[config.mk]
export PLATFORM = sky130hd
export DESIGN_NAME = shift_rows_serializer
export DESIGN_NICKNAME = d
export VERILOG_FILES = /design/src/rtl/shift_rows_serializer.sv
export SDC_FILE = /design/constraint.sdc
export NUM_CORES = 1
export LEC_CHECK = 0
export CAP_MARGIN = 25
export CORE_ASPECT_RATIO = 0.75
export CORE_MARGIN = 4
export CORE_UTILIZATION = 30
export CTS_BUF_LIST = sky130_fd_sc_hd__clkbuf_16
export DETAILED_ROUTE_END_ITERATION = 12
export GPL_TIMING_DRIVEN = 0
export PLACE_DENSITY = 0.54
export SLEW_MARGIN = 20
export SYNTH_ARGS = -nofsm -noshare
export SYNTH_HDL_FRONTEND = slang
export SYNTH_SLANG_ARGS = --single-unit
[constraint.sdc]
create_clock -name i_Clk -period 2.3 [get_ports i_Clk]
set_input_delay 0.345 -clock i_Clk [delete_from_list [all_inputs] [get_ports i_Clk]]
set_output_delay 0.345 -clock i_Clk [all_outputs]
set_load 0.1 [all_outputs]
[src/rtl/shift_rows_serializer.sv]
// AES ShiftRows stage that captures a full 128-bit state and streams it
// out one 32-bit column per handshake toward a column MixColumns stage.
// Each block carries a final-round tag so the next stage can skip MixColumns.
module shift_rows_serializer (
  input  logic         i_Clk,
  input  logic         i_Rst,
  input  logic         i_Valid,
  output logic         o_Ready,
  input  logic [127:0] i_Data,
  input  logic         i_Last_Round,
  output logic         o_Valid,
  input  logic         i_Ready,
  output logic [31:0]  o_Data,
  output logic [1:0]   o_Col,
  output logic         o_Col_Last,
  output logic         o_Last_Round
);

  localparam int unsigned NUM_COL = 4;
  localparam int unsigned COL_W   = 32;

  typedef enum logic {
    IDLE = 1'b0,
    SEND = 1'b1
  } state_t;

  state_t       r_State;
  state_t       w_Next;
  logic [127:0] r_Hold;
  logic [127:0] w_Shift;
  logic [1:0]   r_Col;
  logic         r_Last_Round;
  logic         w_Accept;
  logic         w_Take;
  logic         w_Col_Last;

  // ShiftRows: output (row r, col c) takes input (row r, col (c+r) mod 4)
  always_comb begin
    w_Shift = '0;
    for (int unsigned c = 0; c < NUM_COL; c++) begin
      for (int unsigned r = 0; r < 4; r++) begin
        w_Shift[127 - 8*(4*c + r) -: 8] = i_Data[127 - 8*(4*((c + r) % NUM_COL) + r) -: 8];
      end
    end
  end

  assign w_Col_Last = (r_Col == 2'd3);
  assign w_Accept   = i_Valid & o_Ready;
  assign w_Take     = o_Valid & i_Ready;

  // State register
  always_ff @(posedge i_Clk) begin
    if (i_Rst) r_State <= IDLE;
    else       r_State <= w_Next;
  end

  // Next-state logic
  always_comb begin
    w_Next = r_State;
    case (r_State)
      IDLE: if (w_Accept) w_Next = SEND;
      SEND: if (w_Take && w_Col_Last) w_Next = w_Accept ? SEND : IDLE;
      default: w_Next = IDLE;
    endcase
  end

  // FSM outputs: ready reopens on the last-column handshake so blocks chain without a gap
  always_comb begin
    o_Valid = (r_State == SEND);
    o_Ready = (r_State == IDLE) | ((r_State == SEND) & w_Col_Last & i_Ready);
  end

  // Holding register, column counter and round tag
  always_ff @(posedge i_Clk) begin
    if (i_Rst) begin
      r_Hold       <= '0;
      r_Col        <= '0;
      r_Last_Round <= 1'b0;
    end else if (w_Accept) begin
      r_Hold       <= w_Shift;
      r_Col        <= '0;
      r_Last_Round <= i_Last_Round;
    end else if (w_Take) begin
      r_Col <= r_Col + 2'd1;
    end
  end

  // Column select from the registered state only
  always_comb begin
    o_Data = '0;
    case (r_Col)
      2'd0: o_Data = r_Hold[4*COL_W-1 -: COL_W];
      2'd1: o_Data = r_Hold[3*COL_W-1 -: COL_W];
      2'd2: o_Data = r_Hold[2*COL_W-1 -: COL_W];
      2'd3: o_Data = r_Hold[1*COL_W-1 -: COL_W];
      default: o_Data = '0;
    endcase
  end

  assign o_Col        = r_Col;
  assign o_Col_Last   = w_Col_Last;
  assign o_Last_Round = r_Last_Round;

endmodule

# ---- Word level (Yosys, flattened, before mapping)
# Index checks and enable logic that the tools add are counted.
dict set report totals {
  reg_bits 132
  latchBits 0
  mem_bits_rw 0
  rom_bits 0
  in_bits 133
  output_inout_bits 38
  elab_cells 21
  n_memories 0
}
dict set report classes {
  n_addsub 1
  multipliers 0
  div 0
  magnitude_cmp 0
  eq_ne 3
  shift 0
  mux 4
  bitwise 6
  n_reduce_logical 3
}
# operator n
set ops {}
lappend ops {{32-bit case mux with 4 select lines} 1}
lappend ops {{1-bit AND} 4}
lappend ops {{2-bit equality test, second input constant} 2}
lappend ops {{2-bit by 1-bit adder with 2-bit output, second input constant} 1}
lappend ops {{2-bit by 1-bit equality test with 1-bit output, second input constant} 1}
lappend ops {{2-bit logical NOT} 1}
lappend ops {{1-bit 2-to-1 mux} 2}
lappend ops {{1-bit case mux with 2 select lines} 1}
lappend ops {{2-bit OR reduction} 1}
lappend ops {{1-bit logical AND} 1}
lappend ops {{1-bit NOT} 1}
lappend ops {{1-bit bitwise OR} 1}

# ---- Longest topological paths before layout
# Gate-level depths: netlist of run 1.
dict set report depth {
  ltp_word 8
  mapped_depth 8
  mapped_depth_nobuf 4
}

# ---- Worst setup path before layout of run 1
# OpenSTA, ideal clock, no wires.
dict set report synth_timing {
  path_type {register -> output}
  from {register r_Col[1], in the netlist o_Col[1]}
  to {output port o_Data[0]}
  arrival_ns 4.079
  required_ns 1.955
  path_slack_ns -2.124
  path_stages_with_launch 6
  n_path_buf 2
  path_cell_list {dfxtp_1 > ha_1 > buf_6 > clkbuf_1 > a222oi_1 > mux2i_1}
}
dict set report synth_via {
  elab_chain_len 2
  elab_cells_between_ends 5
  classes_between {3 x eq/ne; 1 x mux; 1 x reduce/logical}
}
# element line
set synth_rtl {}
lappend synth_rtl {{from (decl)} 31} ;# logic [1:0] r_Col;
lappend synth_rtl {{from (signal assigned)} 84} ;# r_Col <= r_Col + 2'd1;
lappend synth_rtl {{2-bit equality test} -}
lappend synth_rtl {{via o_Col_Last} 15} ;# output logic o_Col_Last,
lappend synth_rtl {{32-bit case mux with 4 select lines} 91} ;# case (r_Col)
lappend synth_rtl {{to (decl)} 13} ;# output logic [31:0] o_Data,
# The timed path passes the listed nets, and every way through them passes these cells.

# ---- Worst setup path after layout of run 1
dict set report layout_timing {
  from {register r_Col[1], in the netlist o_Col[1]}
  to {output port o_Data[13]}
}
dict set report layout_via {
  elab_chain_len 2
  elab_cells_between_ends 5
  classes_between {3 x eq/ne; 1 x mux; 1 x reduce/logical}
}
# element line
set layout_rtl {}
lappend layout_rtl {{2-bit equality test, or another cell as far along} 91}
lappend layout_rtl {{32-bit case mux with 4 select lines (*)} 91}
# Mark *: on every way between the ends. The rest lies on a longest branch, timed or not.

==> results of run 1 <==
==> worst max-delay path, delay by kind of cell (launching register included) <==
family          cells  cell delay, ns
compound gates      1            0.61
fa+ha+maj           1            0.23
buf+inv             2            0.38
flops               1            0.38
mux                 1            0.15
==> state kept, by name (all words and copies together) (netlist names) <==
register / flops
o_Last_Round: 1
r_Hold: 128
o_Valid: 1
o_Col: 2
==> repair_timing <==
| action | 4_1_cts | 5_1_grt |
|---|---|---|
| cloned | 1 | 4 |
| resized for setup | 271 | 43 |
| hold buffers | 0 | 0 |
| setup buffers | 0 | 7 |
| pin swaps | 15 | 21 |
| endpoints found under the setup margin | 37 | 32 |
==> cell usage in the layout (no fill, tap or decap) <==
cell type / instances
a21boi_2: 1
a222oi_1: 32
buf_12: 18
buf_16: 1
buf_2: 7
buf_4: 6
buf_6: 23
buf_8: 13
bufinv_16: 2
clkbuf_1: 27
clkbuf_16: 22
clkbuf_2: 1
clkbuf_8: 1
clkdlybuf4s15_2: 1
clkdlybuf4s50_1: 132
clkinv_1: 1
clkinv_2: 3
clkinv_4: 2
clkinvlp_4: 3
dfxtp_1: 130
dfxtp_4: 2
dlygate4sd2_1: 3
ha_1: 1
ha_4: 3
inv_1: 35
inv_2: 1
inv_4: 2
inv_6: 1
mux2i_1: 130
mux2i_4: 32
nand2_1: 1
nand2b_1: 258
nor2_1: 2
nor2b_1: 1
nor3_2: 2
xnor2_1: 1
==> how the worst max path moves through the flow <==
stage                             to
after floorplan            o_Data[0]
after global placement    o_Data[13]
after detailed placement  o_Data[13]
after CTS                 o_Data[13]
after global routing      o_Data[13]
final                     o_Data[13]
==> kinds of logic (layout without fill, tap and decap cells) <==
logic type / after synthesis / after routing / share of synthesized area (%)
AOI/OAI and AO/OA: 33 / 33 / 4.91
xor gates and xnor gates: 1 / 1 / 0.130
adders and majority gates: 4 / 4 / 0.741
buffers and inverters: 93 / 305 / 6.58
DFF: 132 / 132 / 39.1
muxes: 162 / 162 / 24.0
and+or+nand+nor: 264 / 264 / 24.5
==> per-layer routing <==
| metal | vias to the layer above | share of wire [%] | GRT usage, % |
|---|---|---|---|
| li1 | 2718 | - | - |
| met1 | 2597 | 52 | 26.2 |
| met2 | 154 | 42 | 27.1 |
| met3 | 16 | 5.0 | 3.91 |
| met4 | 2 | 0.92 | 4.29 |
| met5 | - | 0.043 | 0 |
==> power by group <==
group,internal (mW),switching (mW)
clock,1.58,1.09
combinational,0.675,0.761
sequential,2.43,0.0802
total,4.69,1.93
==> metrics by stage <==
stage | setup slack (ns) | area [um2] | power [mW] | setup TNS (ns) | utilization, %
after floorplan | -0.0597 | 7220 | 3.41 | -1.79 | -
after global placement | -1.05 | 9280 | 3.91 | -29.99 | 42.0
after detailed placement | -1.06 | 9280 | 3.91 | -30.12 | 42.0
after CTS | -0.242 | 10000 | 6.65 | -5.05 | 45.4
after global routing | -0.236 | 10300 | 6.85 | -5.07 | 46.8
final | -0.218 | 10300 | 6.62 | -2.47 | 46.8
==> final cells by class <==
cell class / instances / share of cell area, %
buffer: 57 / 4.62
clock buffer: 17 / 4.11
clock inverter: 15 / 1.37
inverter: 35 / 1.29
multi-input combinational: 464 / 39.6
sequential: 132 / 25.6
tap: 294 / 3.56
timing repair buffer: 181 / 19.8
==> metrics, run 1 <==
R2R Path End=r_Hold[26]; H-tree depth=4; cell with the most instances after synthesis=nand2b_1; slew margin rel.=35.4%; Post-synth EDFFs=0; Crit-path slowest cell=a222oi_1; Slew @ Worst Pin=0.965 ns; critical-path cell list=ha_4, clkbuf_16, a222oi_1, mux2i_4, buf_12; aggregate global-route resource usage=18.0%; Diodes inserted=0; hpwl dp=16.0 mm; synth cell count leaders=nand2b_1 (258), mux2i_1 (162), dfxtp_1 (132); crit path time final=2.52 ns; Num CTS Buffers=17; Pre-Repair DR Iteration Count=5; reg2reg setup slack=0.47 ns; Area Overhead vs Synth=53.3%; drt wl/cell=19.3 um; RSZ-0062 raised after global routing=true; Setup crit start kind=flop; Max rail drop VDD=0.000491 V; main flop type after synthesis=dfxtp_1; WP data required=1.96 ns; I/O pin count=171; leakage=3.90 nW; highest net fanout along the worst path=8; Post-Synthesis Cells=689; synthesized area=6750 um2; RR Startpoint=o_Col[1]; CP Capture Type=output port; CP Launch Point=o_Col[1]; Max Transition Viols Final=0; Max Clk Rate=397 MHz; clk_lat worst skew=0.43 ns; Max Cap Viol=0; port bufs=169; top cell type's share of synthesized area=39.1%; # nets final=1025; R2R cell count=8; Arr. time, crit path=2.17 ns; Die X=181 um; outcome=finished, violations left; antenna-violating nets left=0; DR iter-0 viols=372; final worst slack=-0.218 ns; dpl cells=1152; Multi-input gate area=4100 um2; Reg area=2650 um2; synthesized area per cell=9.80 um2; core region area=22100 um2; layout cell share with drive strength beyond 1=16.3%; FF+latch count, synth=132; final WL=23.1 mm; Vias/cell=4.59; vias in the first global route=5657; DRC viols=0; area leader, netlist=dfxtp_1; CTS Buffer Depth=2; GR Overflow Total=0; Syn Nets=826; final setup fails=33; initial antenna violation count=1; fin cells=1195; die area=25000 um2; pin count of the biggest net entering global routing=17; crit share post-route=109%; Worst Skew=0.0113 ns; synth warn=0; FILL cells=2100; min-delay worst type=flop to flop; hold-critical path depth=2; type of the worst setup path=flop to output port; first-pass GRT wire length=33.9 mm; CP peak stage delay=0.61 ns; CTS root buffer=clkbuf_16; DIE HEIGHT=138 um; tightest hold margin=0.474 ns; CTS tree=built; WHS Endpoint=r_Hold[45]; routability cong.=0.734; PD cells=640 nW/um2; Initial Utilization=30.5%; Row Count=47; clock slew at reported path FFs=0.06 ns; clock sinks=132; failing checks=negative setup slack; Synth area leaders=dfxtp_1 (39%), mux2i_1 (24%), nand2b_1 (24%); Hold Crit Start=r_Hold[45]; sequential share of the synthesized area=39.1%; ys async rst share=0%; Cell variety after synth=16; vias after detailed routing=5487; Fin. Hold Viols=0
Power figures use the tool's default switching activity.
==> inputs of run 2 (changes only) <==
- CORE_MARGIN: 4 -> 2
- CORE_UTILIZATION: 30 -> 53
- PLACE_DENSITY: 0.54 -> 0.86
- SLEW_MARGIN: 20 -> 10
==> run 2 against run 1 <==
Net effect:
- the run still ends with negative setup slack left
- die area down 45%
- power grew 5.9%
- sequential cell count unchanged
- largest power group unchanged
- critical path type unchanged
- largest cell class unchanged
==> metrics, run 2 (synthesis gave the netlist of run 1 again) <==
CP Capture Type=output port; type of the worst setup path=flop to output port; GR Overflow Total=0; Max rail drop VDD=0.000603 V; Initial Utilization=54.7%; antenna-violating nets left=0; failing checks=negative setup slack; DRC viols=0; layout cell share with drive strength beyond 1=15.9%; core region area=12300 um2; FILL cells=707; clock sinks=132; port bufs=169; WP data required=1.96 ns; CP Buf/Inv Count=3; vias after detailed routing=5854; DIE HEIGHT=102 um; post-route setup TNS=-1.47 ns; clock slew at reported path FFs=0.06 ns; CTS tree=built; Crit-path slowest cell=a222oi_1; routability cong.=0.844; critical-path cell list=inv_4, ha_4, buf_8, a222oi_1, mux2i_4, buf_6; Arr. time, crit path=2.08 ns; commonest cells after routing, fill and taps aside=nand2b_1 (258), clkdlybuf4s50_1 (133), mux2i_1 (130), dfxtp_1 (130), inv_1 (35); final WL=21.2 mm; final worst slack=-0.126 ns; Worst Skew=0.00931 ns; commonest non-fill, non-tap cell in the layout=nand2b_1; initial antenna violation count=0; Largest register FFs=128; Setup crit start kind=flop; Vias/cell=5.51; PD cells=690 nW/um2; Max Cap Viol=0; hpwl dp=14.1 mm; crit path time final=2.43 ns; CTS root buffer=clkbuf_16; Num CTS Buffers=17; Max Transition Viols Final=0; Slew @ Worst Pin=1.00 ns; clk_lat worst skew=0.42 ns; drt wl/cell=20.0 um; final setup fails=29; crit-path leading delay family=compound AO/OA/AOI/OAI gates; leakage=3.89 nW; highest net fanout along the worst path=10; Area Overhead vs Synth=50.5%; crit share post-route=105%; I/O pin count=171; pin count of the biggest net entering global routing=17; RSZ-0062 raised after global routing=true; final core utilization=82.3%; DR iter-0 viols=497; Max Clk Rate=412 MHz; Row Count=35; Fin. Hold Viols=0; vias in the first global route=6237; # nets final=1021; Pre-Repair DR Iteration Count=8; Die X=134 um; CTS Buffer Depth=2; slew margin rel.=33.1%; aggregate global-route resource usage=30.5%; die area=13700 um2; min-delay worst type=flop to flop; CP peak stage delay=0.52 ns; register with the most flip-flops=r_Hold; CTS hold repair buffers=0; first-pass GRT wire length=32.0 mm; Diodes inserted=0; outcome=finished, violations left; H-tree depth=4
run 2: where the power goes:
group          total (mW)  internal, mW  switching (mW)
logic                1.42         0.657           0.760
clock network        3.07          2.02            1.05
registers            2.52          2.43          0.0894
total                7.01          5.11            1.90
run 2: final cells by class:
class | count | area [um2] | area share [%]
clock buffer | 17 | 425 | 4.19
sequential | 132 | 2650 | 26.1
multi-input combinational | 464 | 4100 | 40.4
buffer | 57 | 462 | 4.54
timing repair buffer | 177 | 1940 | 19.1
clock inverter | 15 | 238 | 2.34
inverter | 35 | 134 | 1.32
tap | 166 | 208 | 2.04
run 2: through the flow:
stage	std cells	setup slack [ns]	total power, mW	instance area (um2)	hold slack [ns]
floorplan	689	-0.0597	3.41	7220	0.448
global placement	1024	-0.825	3.85	9120	0.457
detailed placement	1024	-0.851	3.88	9120	0.463
CTS	1056	-0.168	6.96	9970	0.474
global route	1063	-0.174	7.20	10200	0.489
finish	1063	-0.126	7.01	10200	0.473
run 2: worst reg2reg max path, stage by stage, from the launching register on:
cell and delay [ns]:
dfxtp_4 0.40, ha_4 0.22, buf_4 0.14, a21boi_2 0.06
nor2b_1 0.17, buf_2 0.20, buf_6 0.20, buf_6 0.21
mux2i_1 0.24
run 2: timing repair:
| item | 4_1_cts | 5_1_grt |
|---|---|---|
| setup buffers | 0 | 4 |
| endpoints found under the setup margin | 34 | 33 |
| gates resized for setup | 268 | 26 |
| pin swaps | 10 | 22 |
| cloned | 0 | 4 |
run 2: worst paths after layout:
path / to / start / slack, ns / depth (start not counted)
setup / recovery: o_Data[17] / o_Col[0] / -0.13 / 6
hold / removal: r_Hold[107] / r_Hold[107] / 0.47 / 2
setup reg to reg: r_Hold[33] / o_Col[1] / 0.38 / 8
hold reg to reg: r_Hold[107] / r_Hold[107] / 0.47 / 2
run 2: layer usage:
metal / vias to the layer above / part of all wire (%) / track usage (%)
met2: 287 / 48 / 51.4
met3: 32 / 7.9 / 6.36
li1: 2699 / - / -
met1: 2836 / 43 / 39.3
met5: - / 0 / 0
met4: 0 / 1.6 / 11.2
==> inputs of run 3 (changes only) <==
- RECOVER_POWER: unset -> 100
- SETUP_SLACK_MARGIN: unset -> 0.2
==> run 3 against run 2 <==
Net effect:
- the flow still finishes with violations (negative setup slack)
- register-to-register slack worse by 0.34 ns
- global-route usage up 0.42 points
- clock-buffer cell count unchanged
- critical path type unchanged
- critical endpoint is now o_Ready
- largest cell class unchanged
- largest power group unchanged
==> metrics, run 3 (synthesis gave the netlist of run 1 again) <==
initial antenna violation count=0; PD cells=660 nW/um2; drt wl/cell=19.6 um; GR Overflow Total=0; sequential power share=38.2%; RR Startpoint=o_Col[0]; commonest non-fill, non-tap cell in the layout=nand2b_1; Area Overhead vs Synth=48.3%; Largest register FFs=128; I/O pin count=171; clock network power share=40.7%; CTS Buffer Depth=2; WP data required=1.96 ns; Max Cap Viol=0; register with the most flip-flops=r_Hold; leakage=3.80 nW; Max Transition Viols Final=0; final setup fails=32; crit path time final=2.49 ns; CP peak stage delay=0.48 ns; R2R cell count=9; Max rail drop VDD=0.000576 V; crit-path leading delay family=buffers and inverters; DIE HEIGHT=102 um; Slew @ Worst Pin=0.978 ns; CTS tree=built; R2R Path End=r_Hold[34]; Diodes inserted=0; clock sinks=132; failing checks=negative setup slack; antenna-violating nets left=0; vias in the first global route=6239; min-delay worst type=flop to flop; CTS hold repair buffers=0; final worst slack=-0.191 ns; Setup crit start kind=flop; crit share post-route=108%; pin count of the biggest net entering global routing=17; clk_lat worst skew=0.42 ns; critical-path cell list=ha_4, buf_12, buf_4, a21boi_0, clkinvlp_4, buf_6; combinational fraction of design power=21.1%; clock slew at reported path FFs=0.06 ns; Row Count=35; port bufs=169; hold-critical path depth=2; H-tree depth=4; die area=13700 um2; final WL=20.8 mm; Crit-path slowest cell=a21boi_0; vias after detailed routing=5792; first-pass GRT wire length=32.2 mm; reg2reg setup slack=0.04 ns; Sw Share=29.2%; Fin. Hold Viols=0; DRC viols=0; CP Buf/Inv Count=4; RSZ-0062 raised after global routing=true; commonest cells after routing, fill and taps aside=nand2b_1 (258), clkdlybuf4s50_1 (131), mux2i_1 (130); dpl cells=1024; Vias/cell=5.46; slew margin rel.=35.1%; Max Clk Rate=401 MHz; fin cells=1060; Die X=134 um; CP Capture Type=output port; core region area=12300 um2; Num CTS Buffers=17; highest net fanout along the worst path=8; routability cong.=0.796; Worst Skew=0.00918 ns; Design Power=6.60 mW; aggregate global-route resource usage=31.0%; WHS Endpoint=r_Hold[107]; Arr. time, crit path=2.15 ns; CTS root buffer=clkbuf_16; Sw Pwr=1.93 mW; type of the worst setup path=flop to output port; hpwl dp=14.4 mm; layout cell share with drive strength beyond 1=15.8%; # nets final=1018; DR iter-0 viols=469; P_int=4.68 mW; Hold Crit Start=r_Hold[107]; Initial Utilization=54.7%; outcome=finished, violations left; Pre-Repair DR Iteration Count=8
[run 3: cell types whose count changed in the layout (fill, tap and decap cells not counted), sizes merged]
cell           delta
bufinv            -4
clkdlybuf4s50     -2
dlymetal6s2s      -1
clkdlybuf4s15     -1
dlygate4sd2       +3
clkbuf            +4
clkinvlp          +2
buf               -6
clkinv            +2
[run 3: layer usage]
metal / track usage, % / vias up / routed length [um]
met1: 39.7 / 2793 / 8900
met3: 6.11 / 37 / 1520
met5: 0 / - / 0
met2: 52.0 / 274 / 9980
li1: - / 2688 / -
met4: 12.3 / 0 / 394
[run 3: worst max path at each step]
stage                     startpoint          to  slack (ns)  depth (start not counted)
after floorplan             o_Col[1]   o_Data[0]       -0.06                          5
after global placement      o_Col[0]  o_Data[29]       -0.82                          6
after detailed placement    o_Col[0]  o_Data[25]       -0.93                          6
after CTS                   o_Col[1]  o_Data[15]       -0.16                          6
after global routing        o_Col[0]   o_Data[6]       -0.20                          6
final                       o_Col[0]     o_Ready       -0.19                          6
[run 3: power by group through the flow]
stage	registers [mW]	clock network (mW)	logic, mW
detailed placement	2.56	0	1.32
CTS	2.52	2.68	1.38
global route	2.53	2.80	1.46
global placement	2.55	0	1.30
finish	2.52	2.69	1.40
floorplan	2.56	0	0.849
[run 3: final cells by class]
| cell class | instances | area, um2 |
|---|---|---|
| Buffer | 58 | 483 |
| Clock inverter | 15 | 154 |
| Tap cell | 166 | 208 |
| Inverter | 35 | 135 |
| Sequential cell | 132 | 2650 |
| Fill cell | 743 | 2340 |
| Clock buffer | 17 | 425 |
| Timing Repair Buffer | 173 | 1870 |
| Multi-Input combinational cell | 464 | 4090 |
[run 3: worst reg2reg max path: stages (launching register included)]
cell,delay (ns)
dfxtp_4,0.36
ha_4,0.17
buf_12,0.14
buf_4,0.13
a21boi_0,0.48
nor2b_1,0.14
clkbuf_1,0.20
buf_6,0.19
buf_6,0.18
mux2i_1,0.19
[run 3: stage by stage]
| step | instance area, um2 | util [%] | TNS, ns | setup slack, ns | hold WS (ns) |
|---|---|---|---|---|---|
| finish | 10000 | 81.1 | -3.50 | -0.191 | 0.475 |
| floorplan | 7230 | - | -1.78 | -0.0594 | 0.448 |
| global placement | 9130 | 73.9 | -24.34 | -0.819 | 0.457 |
| detailed placement | 9130 | 73.9 | -26.21 | -0.925 | 0.462 |
| global route | 10000 | 81.1 | -4.89 | -0.204 | 0.484 |
| CTS | 9980 | 80.8 | -3.37 | -0.164 | 0.476 |
[run 3: timing repair]
action,4_1_cts,5_1_grt
buffers inserted,1,1
gates cloned,2,0
resized for setup,286,11
pin swaps,9,3
hold endpoints to repair,0,0
setup endpoints to repair,38,34
